==> config.mk <==
export PLATFORM = sky130hd
export DESIGN_NAME = exchange_sched
export DESIGN_NICKNAME = d
export VERILOG_FILES = /design/src/rtl/replica_pkg.sv /design/src/rtl/exchange_pair_map.sv /design/src/rtl/exchange_sched.sv
export SDC_FILE = /design/constraint.sdc
export NUM_CORES = 1
export LEC_CHECK = 0
export CAP_MARGIN = 20
export CORE_UTILIZATION = 40
export DETAILED_ROUTE_END_ITERATION = 8
export HOLD_SLACK_MARGIN = 0.12
export PLACE_DENSITY = 0.78
export REMOVE_ABC_BUFFERS = 1
export SYNTH_ARGS = -nofsm -noshare
export SYNTH_HDL_FRONTEND = slang
export SYNTH_SLANG_ARGS = --single-unit
==> constraint.sdc <==
create_clock -name clk -period 2.15 [get_ports clk]
set_input_delay 0.43 -clock clk [delete_from_list [all_inputs] [get_ports clk]]
set_output_delay 0.43 -clock clk [all_outputs]
set_load 0.1 [all_outputs]
==> src/rtl/replica_pkg.sv <==
// replica_pkg: shared exchange command encoding, city division constants and scheduler states
package replica_pkg;
  localparam int city_div = 8;
  localparam int city_div_log = 3;
  typedef enum logic [1:0] {NOP, PREV, FOLW, SELF} exchange_command_t;
  typedef enum logic [2:0] {IDLE, ISSUE, RUN, DRAIN, HOST} sched_state_t;
endpackage

==> src/rtl/exchange_pair_map.sv <==
// exchange_pair_map: masks swap requests by pairing phase and maps honoured pairs to node commands
module exchange_pair_map import replica_pkg::*; #(
  parameter int replica_num = 32,
  localparam int cw = $clog2(replica_num) + 1
) (
  input  logic odd,
  input  logic [replica_num-1:0] swap,
  output exchange_command_t [replica_num-1:0] command,
  output logic [cw-1:0] pair_cnt
);
  logic [replica_num-1:0] msk, hon, prv;
  always_comb begin
    msk = '0;
    for (int i = 0; i < replica_num - 1; i++) msk[i] = (i[0] == odd);
  end
  assign hon = swap & msk;
  assign prv = hon << 1;
  assign pair_cnt = cw'($countones(hon));
  always_comb begin
    for (int i = 0; i < replica_num; i++) command[i] = hon[i] ? FOLW : prv[i] ? PREV : SELF;
  end
endmodule

==> src/rtl/exchange_sched.sv <==
// exchange_sched: sequences one exchange step (issue, run, drain) and arbitrates host ordering reads.
// Define EXCHANGE_SCHED_STAT_EN to add step_cnt/swap_cnt statistics outputs.
module exchange_sched import replica_pkg::*; #(
  parameter int replica_num = 32,
  parameter int pipe_lat = 3
) (
  input  logic clk,
  input  logic reset,
  input  logic start,
  input  logic odd,
  input  logic [replica_num-1:0] swap,
  output exchange_command_t [replica_num-1:0] command,
  output logic busy,
  output logic done,
  input  logic ord_req,
  output logic ord_ack,
  input  logic ord_end,
  output logic ordering_read
`ifdef EXCHANGE_SCHED_STAT_EN
  ,
  output logic [31:0] step_cnt,
  output logic [31:0] swap_cnt
`endif
);
  localparam int dw = $clog2(pipe_lat) > 0 ? $clog2(pipe_lat) : 1;
  localparam int cw = $clog2(replica_num) + 1;
  sched_state_t state, state_n;
  logic odd_q;
  logic [replica_num-1:0] swap_q;
  logic [city_div_log-1:0] run_cnt;
  logic [dw-1:0] drain_cnt;
  logic last_run, last_drain;
  exchange_command_t [replica_num-1:0] map_cmd;
`ifdef EXCHANGE_SCHED_STAT_EN
  logic [cw-1:0] pair_cnt;
`endif
  exchange_pair_map #(.replica_num(replica_num)) u_map (
    .odd(odd_q),
    .swap(swap_q),
    .command(map_cmd),
`ifdef EXCHANGE_SCHED_STAT_EN
    .pair_cnt(pair_cnt)
`else
    .pair_cnt()
`endif
  );
  assign last_run = run_cnt == city_div_log'(city_div - 1);
  assign last_drain = drain_cnt == dw'(pipe_lat - 1);
  always_comb begin
    state_n = state;
    case (state)
      IDLE:    state_n = start ? ISSUE : ord_req ? HOST : IDLE;
      ISSUE:   state_n = RUN;
      RUN:     state_n = last_run ? DRAIN : RUN;
      DRAIN:   state_n = last_drain ? IDLE : DRAIN;
      HOST:    state_n = ord_end ? IDLE : HOST;
      default: state_n = IDLE;
    endcase
    busy = state != IDLE;
    ord_ack = state == HOST;
    ordering_read = state == HOST;
    for (int i = 0; i < replica_num; i++) command[i] = (state == ISSUE) ? map_cmd[i] : NOP;
  end
  always_ff @(posedge clk or negedge reset) begin
    if (!reset) begin
      state <= IDLE;
      odd_q <= 1'b0;
      swap_q <= '0;
      run_cnt <= '0;
      drain_cnt <= '0;
      done <= 1'b0;
`ifdef EXCHANGE_SCHED_STAT_EN
      step_cnt <= '0;
      swap_cnt <= '0;
`endif
    end else begin
      state <= state_n;
      if (state == IDLE && start) begin
        odd_q <= odd;
        swap_q <= swap;
      end
      run_cnt <= (state == RUN && !last_run) ? run_cnt + 1'b1 : '0;
      drain_cnt <= (state == DRAIN && !last_drain) ? drain_cnt + 1'b1 : '0;
      done <= state == DRAIN && last_drain;
`ifdef EXCHANGE_SCHED_STAT_EN
      if (state == DRAIN && last_drain) begin
        step_cnt <= step_cnt + 32'd1;
        swap_cnt <= swap_cnt + 32'(pair_cnt);
      end
`endif
    end
  end
endmodule

==> results of run 1 <==
-- stage by stage --
| step | power (mW) | util, % | std cells |
|---|---|---|---|
| finish | 5.35 | 89.9 | 357 |
| detailed placement | 4.05 | 78.4 | 344 |
| global route | 5.56 | 89.9 | 357 |
| global placement | 3.95 | 78.4 | 344 |
| floorplan | 3.05 | - | 162 |
| CTS | 5.09 | 87.2 | 357 |
-- placed cells by master, fill, tap and decap left out, drive strengths merged --
| cell type | n |
|---|---|
| nand2b | 1 |
| a31oi | 1 |
| clkinvlp | 4 |
| mux2 | 32 |
| or2 | 1 |
| a211oi | 1 |
| nor3 | 2 |
| ha | 3 |
| a21oi | 61 |
| clkbuf | 6 |
| and2 | 2 |
| or3b | 2 |
| nor2 | 1 |
| buf | 83 |
| mux2i | 1 |
| or3 | 1 |
| nor2b | 1 |
| dfrtp | 41 |
| bufinv | 1 |
| o22ai | 1 |
| nor4b | 2 |
| dlygate4sd3 | 1 |
| nor3b | 1 |
| inv | 2 |
| nand3b | 2 |
| o21bai | 1 |
| clkdlybuf4s50 | 35 |
-- flip-flops by register name, indices dropped and copies added (netlist names) --
register   flops
done           1
drain_cnt      2
odd_q          1
run_cnt        3
state          3
swap_q        31
-- logic make-up (layout without fill, tap and decap cells) --
group | count (synthesis) | count (layout) | synth area share (%)
muxes | 33 | 33 | 17.8
buffers and inverters | 26 | 132 | 8.38
AOI/OAI and AO/OA | 65 | 65 | 16.6
and+or+nand+nor | 16 | 16 | 5.97
adders and majority gates | 3 | 3 | 1.81
DFF | 41 | 41 | 49.4
-- report_power, final --
| part | total [mW] | leakage, nW | switching [mW] | internal [mW] |
|---|---|---|---|---|
| sequential | 1.64 | 0.500 | 0.505 | 1.13 |
| clock | 0.665 | 0.0574 | 0.287 | 0.378 |
| combinational | 3.05 | 1.13 | 1.91 | 1.14 |
-- routing by layer --
metal / vias up / share of wire [%] / track usage (%)
met5: - / 0 / 0
met4: 0 / 1.9 / 6.41
met3: 14 / 7.0 / 7.72
met2: 91 / 53 / 42.9
met1: 957 / 38 / 29.1
li1: 858 / - / -
-- how the worst min path moves through the flow --
stage                             from            to
after floorplan                  reset          done
after global placement      run_cnt[0]    run_cnt[0]
after detailed placement         reset     swap_q[0]
after CTS                   run_cnt[0]    run_cnt[0]
after global routing        run_cnt[0]    run_cnt[0]
final                     drain_cnt[0]  drain_cnt[0]
-- what timing repair did --
action	CTS	global route
buffers inserted	3	0
cloned	1	0
hold endpoints to repair	41	0
setup endpoints to repair	64	63
gates resized for setup	68	18
pin swaps	0	0
hold buffers	1	0
-- layout make-up --
| type | count | area (um^2) | share of cell area [%] |
|---|---|---|---|
| well taps | 67 | 83.8 | 1.92 |
| clock buffers | 6 | 82.6 | 1.90 |
| inverters | 4 | 22.5 | 0.517 |
| repair inverters | 1 | 7.51 | 0.172 |
| repair buffers | 119 | 1870 | 43.0 |
| flip-flops and latches | 41 | 1030 | 23.5 |
| clock inverters | 2 | 37.5 | 0.862 |
| multi-input cells | 117 | 1220 | 28.1 |
==> flow_summary.toml, run 1 <==
[logic_synthesis]
edff_count_synth = 0
ys_seq_elements = 41
biggest_area_consumer_among_synthesized_cells = "dfrtp_1"
yosysWarningCount = 0
asyncSetResetFlopFracSynth_pct = 100
synth_top_area_share_pct = 49.4
postSynth.topFlopCell = "dfrtp_1"
syn_avg_cell_area_um2 = 11.3
most_common_cell_in_the_synthesized_netlist = "a21oi_1"
synthCells = 184
netlist-cell-type-count = 30
seq_area_frac_synth_pct = 49.4
post_synth_instance_area_um2 = 2080
netlist_top_cells_count = "58 x a21oi_1, 41 x dfrtp_1, 30 x mux2_2"
synth_top_cells_by_area = "dfrtp_1 49%, mux2_2 16%, a21oi_1 14%"

[setup_path]
cp-startpoint = "state[1]"
cp_num_buf_inv = 2
worst_path_max_stage_delay_ns = 0.45
crit_cells = 4
end_kind = "primary output"
timing.critical_path.to = "command[37]"
cp_top_delay_family = "simple AND/OR/NAND/NOR gates"
critPathKind = "reg -> out"
regToRegSetupSlack_ns = 0.44
reg2reg_to = "odd_q"
timing.critical_path.from_type = "register"
critical_path.max_fanout = 18
cp_data_required_time_ns = 1.72
worst_r2r_path_depth = 4
library_cell_contributing_the_largest_single_delay_on_the_critical_path = "or3b_4"
critical_path.cell_chain = "or3b_4 -> buf_6 -> a21oi_2 -> buf_12"
worstReg2RegStart = "state[1]"
arrival_ns = 1.77

[routing]
remaining_drc_errors = 0
vias_cell = 5.38
routed_wirelength_um = 7340
route.antenna.remaining_nets = 0
drt_first_pass_iters = 4
dr_total_vias = 1920
detail_route.wl_per_cell_um = 20.6
number_of_design_rule_violations_left_by_the_first_detailed_router_iteration = 65

[clocking]
clock-root-buffer = "clkbuf_8"
clock_sinks = 41
cts.clk_slew.worst_paths_ns = 0.08
cts_buffers = 5
cts-root-to-sink-buffers = 2
cts_tree = "built"
cts-htree-levels = 2
insertion_delay_ns = 0.30

[finish]
fin_nets = 330
num-fill-cells = 175
area_growth_pct = 110
antenna_cells = 0
layout.cell_area.non_filler_um2 = 4360
drive_gt1_share_pct = 65.2

[timing]
hold_ws_ns = 0.471
worst-slew-pin-transition_ns = 0.532
timing.max_slew.rel_slack_pct = 64.5
finalCritPeriodShare_pct = 102
fmax_ghz = 0.454
layout_setup_ws_ns = -0.0523
post_route_setup_tns_ns = -0.729
finalHoldViolCount = 0
unrepaired_setup_endpoints_after_global_routing = "yes"
skew_ns = 0.0129
drv_slew = 0
setup_viol = 38
timing.final.crit_period_ns = 2.20

[global_routing]
grt_start_max_net_pins = 42
antenna_violations_before_repair = 0
global_route_wire_length_before_repair_um = 10000
grt.total_usage_pct = 24.5
grt_remaining_overflow = 0
grt_pass1_vias = 1910

[floorplanning]
io_pins = 106
chip_height_um = 74.0
die_area_um2 = 5480
placement_rows = 25
die_w_um = 74.0
floorplan_core_area_um2 = 4850
initial_util_pct = 42.8

[worst_hold_path]
min_path_cells = 1
hp-class = "reg -> reg"

[placed_design]
detailedPlace.worstSlack_ns = 0.148
placed_cell_area_um2 = 3800
port-buffer-count = 104
place_hpwl_um = 4120
gp_congestion = 0.727

[power_and_ir_drop]
ir_drop_mv = 0.827
power.static_leakage_nw = 1.69
power_density_nw_per_um2 = 1230

[flow_run]
max_cap_viol = 0

[status]
outcome = "finished with violations"
failed_checks = "negative setup slack"
No activity file was read; power rests on OpenSTA's default activity.
==> run 2, diff against run 1 <==
- CTS_CLUSTER_SIZE: not set -> 8
- SETUP_SLACK_MARGIN: not set -> 0.15
==> run 2 against run 1 <==
Net effect:
- the flow still finishes with violations (negative setup slack)
- register-to-register slack got worse by 0.10 ns
- final cell count did not move
- die area did not move
- highest routed layer unchanged
- core utilization rose by 2.3 points
- via count rose by 5.7%
- combinational power rose by 6%
==> flow_summary.toml, run 2 (synthesis results as in run 1) <==
[clocking]
clock_sinks = 41
cts-htree-levels = 2
cts-root-to-sink-buffers = 2
cts_tree = "built"
cts_buffers = 5
cts.clk_slew.worst_paths_ns = 0.08
clock-root-buffer = "clkbuf_8"
insertion_delay_ns = 0.31

[global_routing]
grt.total_usage_pct = 26.9
global_route_wire_length_before_repair_um = 10700
antenna_violations_before_repair = 0
grt_start_max_net_pins = 42
grt_pass1_vias = 1979
grt_remaining_overflow = 0

[setup_path]
cp_data_required_time_ns = 1.72
cp_top_delay_family = "simple AND/OR/NAND/NOR gates"
worst_path_max_stage_delay_ns = 0.45
worstReg2RegStart = "state[0]"
end_kind = "primary output"
critical_path.cell_chain = "or3b_4 -> buf_8 -> a21oi_2 -> buf_12"
worst_r2r_path_depth = 4
reg2reg_to = "swap_q[22]"
timing.critical_path.from_type = "register"
critical_path.max_fanout = 18
cp_num_buf_inv = 2
regToRegSetupSlack_ns = 0.34
crit_cells = 4
arrival_ns = 1.82
critPathKind = "reg -> out"
library_cell_contributing_the_largest_single_delay_on_the_critical_path = "or3b_4"

[routing]
number_of_design_rule_violations_left_by_the_first_detailed_router_iteration = 73
routed_wirelength_um = 9070
drt_first_pass_iters = 4
dr_total_vias = 2029
vias_cell = 5.68
route.antenna.remaining_nets = 0
detail_route.wl_per_cell_um = 25.4
remaining_drc_errors = 0

[finish]
multi_input_area_um2 = 1330
largest-register = "swap_q"
area_growth_pct = 115
drive_gt1_share_pct = 65.2
fin_nets = 330
antenna_cells = 0
layout_top_registers = "swap_q x31, run_cnt x3, state x3"
mostFrequentLayoutCells = "71 x buf_12, 41 x dfrtp_1, 35 x clkdlybuf4s50_1, 31 x a21oi_4"
largest_register_ffs = 31
final_common_cell = "buf_12"
num-fill-cells = 141
ff_latch_area_um2 = 1030

[placed_design]
gp_congestion = 0.727
place_hpwl_um = 4120
detailedPlace.worstSlack_ns = 0.148
port-buffer-count = 104

[timing]
fmax_ghz = 0.444
unrepaired_setup_endpoints_after_global_routing = "yes"
layout_setup_ws_ns = -0.0999
hold_ws_ns = 0.469
setup_viol = 54
timing.final.crit_period_ns = 2.25
skew_ns = 0.00831
drv_slew = 0
finalCritPeriodShare_pct = 105
worst-slew-pin-transition_ns = 0.525
post_route_setup_tns_ns = -1.97
timing.max_slew.rel_slack_pct = 65.0
finalHoldViolCount = 0

[status]
outcome = "finished with violations"
failed_checks = "negative setup slack"

[worst_hold_path]
timing.hold.worst_endpoint = "run_cnt[0]"
hold_path_startpoint = "run_cnt[0]"
min_path_cells = 1
hp-class = "reg -> reg"

[floorplanning]
chip_height_um = 74.0
placement_rows = 25
io_pins = 106
initial_util_pct = 42.8
die_w_um = 74.0
die_area_um2 = 5480
floorplan_core_area_um2 = 4850

[flow_run]
max_cap_viol = 0

[power_and_ir_drop]
power_density_nw_per_um2 = 1260
ir_drop_mv = 0.905
power.static_leakage_nw = 1.71
power.total_mw = 5.64
==> run 2: cell counts in the layout (fill, tap and decap cells not counted) <==
No cell type changed its count.
==> run 2: final cells by class <==
class	instances	share of cell area [%]
timing repair buffer	119	42.1
multi-input combinational	117	29.7
sequential	41	23.0
tap	67	1.88
clock buffer	6	1.85
clock inverter	2	0.840
inverter	4	0.504
timing repair inverter	1	0.168
==> run 2: metal layers <==
layer / track usage, % / vias to the layer above / wire [um]
li1: - / 859 / -
met1: 30.4 / 1024 / 3180
met2: 48.3 / 116 / 4910
met3: 7.32 / 30 / 605
met4: 10.0 / 0 / 377
met5: 0 / - / 0
==> run 2: how the worst max path moves through the flow <==
stage                        start     endpoint  slack, ns
after floorplan           state[0]      ord_ack      -3.12
after global routing      state[2]  command[34]      -0.15
after CTS                 state[2]  command[60]     -0.004
after detailed placement  state[1]  command[13]       0.15
final                     state[2]  command[34]       -0.1
after global placement    state[1]  command[63]       0.18
==> run 2: repair_timing <==
item / CTS / global route
gates cloned: 1 / 0
setup buffers: 3 / 0
pin swaps: 1 / 0
endpoints found under the hold margin: 41 / 0
setup endpoints to repair: 64 / 64
hold buffers: 1 / 0
gates resized for setup: 87 / 15
==> run 2: metrics by stage <==
step / std cells / area [um^2] / utilization, %
2_1_floorplan: 162 / 1920 / -
4_1_cts: 357 / 4360 / 90.0
3_3_place_gp: 344 / 3800 / 78.4
6_report: 357 / 4470 / 92.2
5_1_grt: 357 / 4470 / 92.2
3_5_place_dp: 344 / 3800 / 78.4
==> run 2: power breakdown <==
part / internal [mW] / leakage, nW / switching (mW)
Sequential: 1.13 / 0.500 / 0.602
Clock: 0.378 / 0.0574 / 0.306
Combinational: 1.18 / 1.15 / 2.05
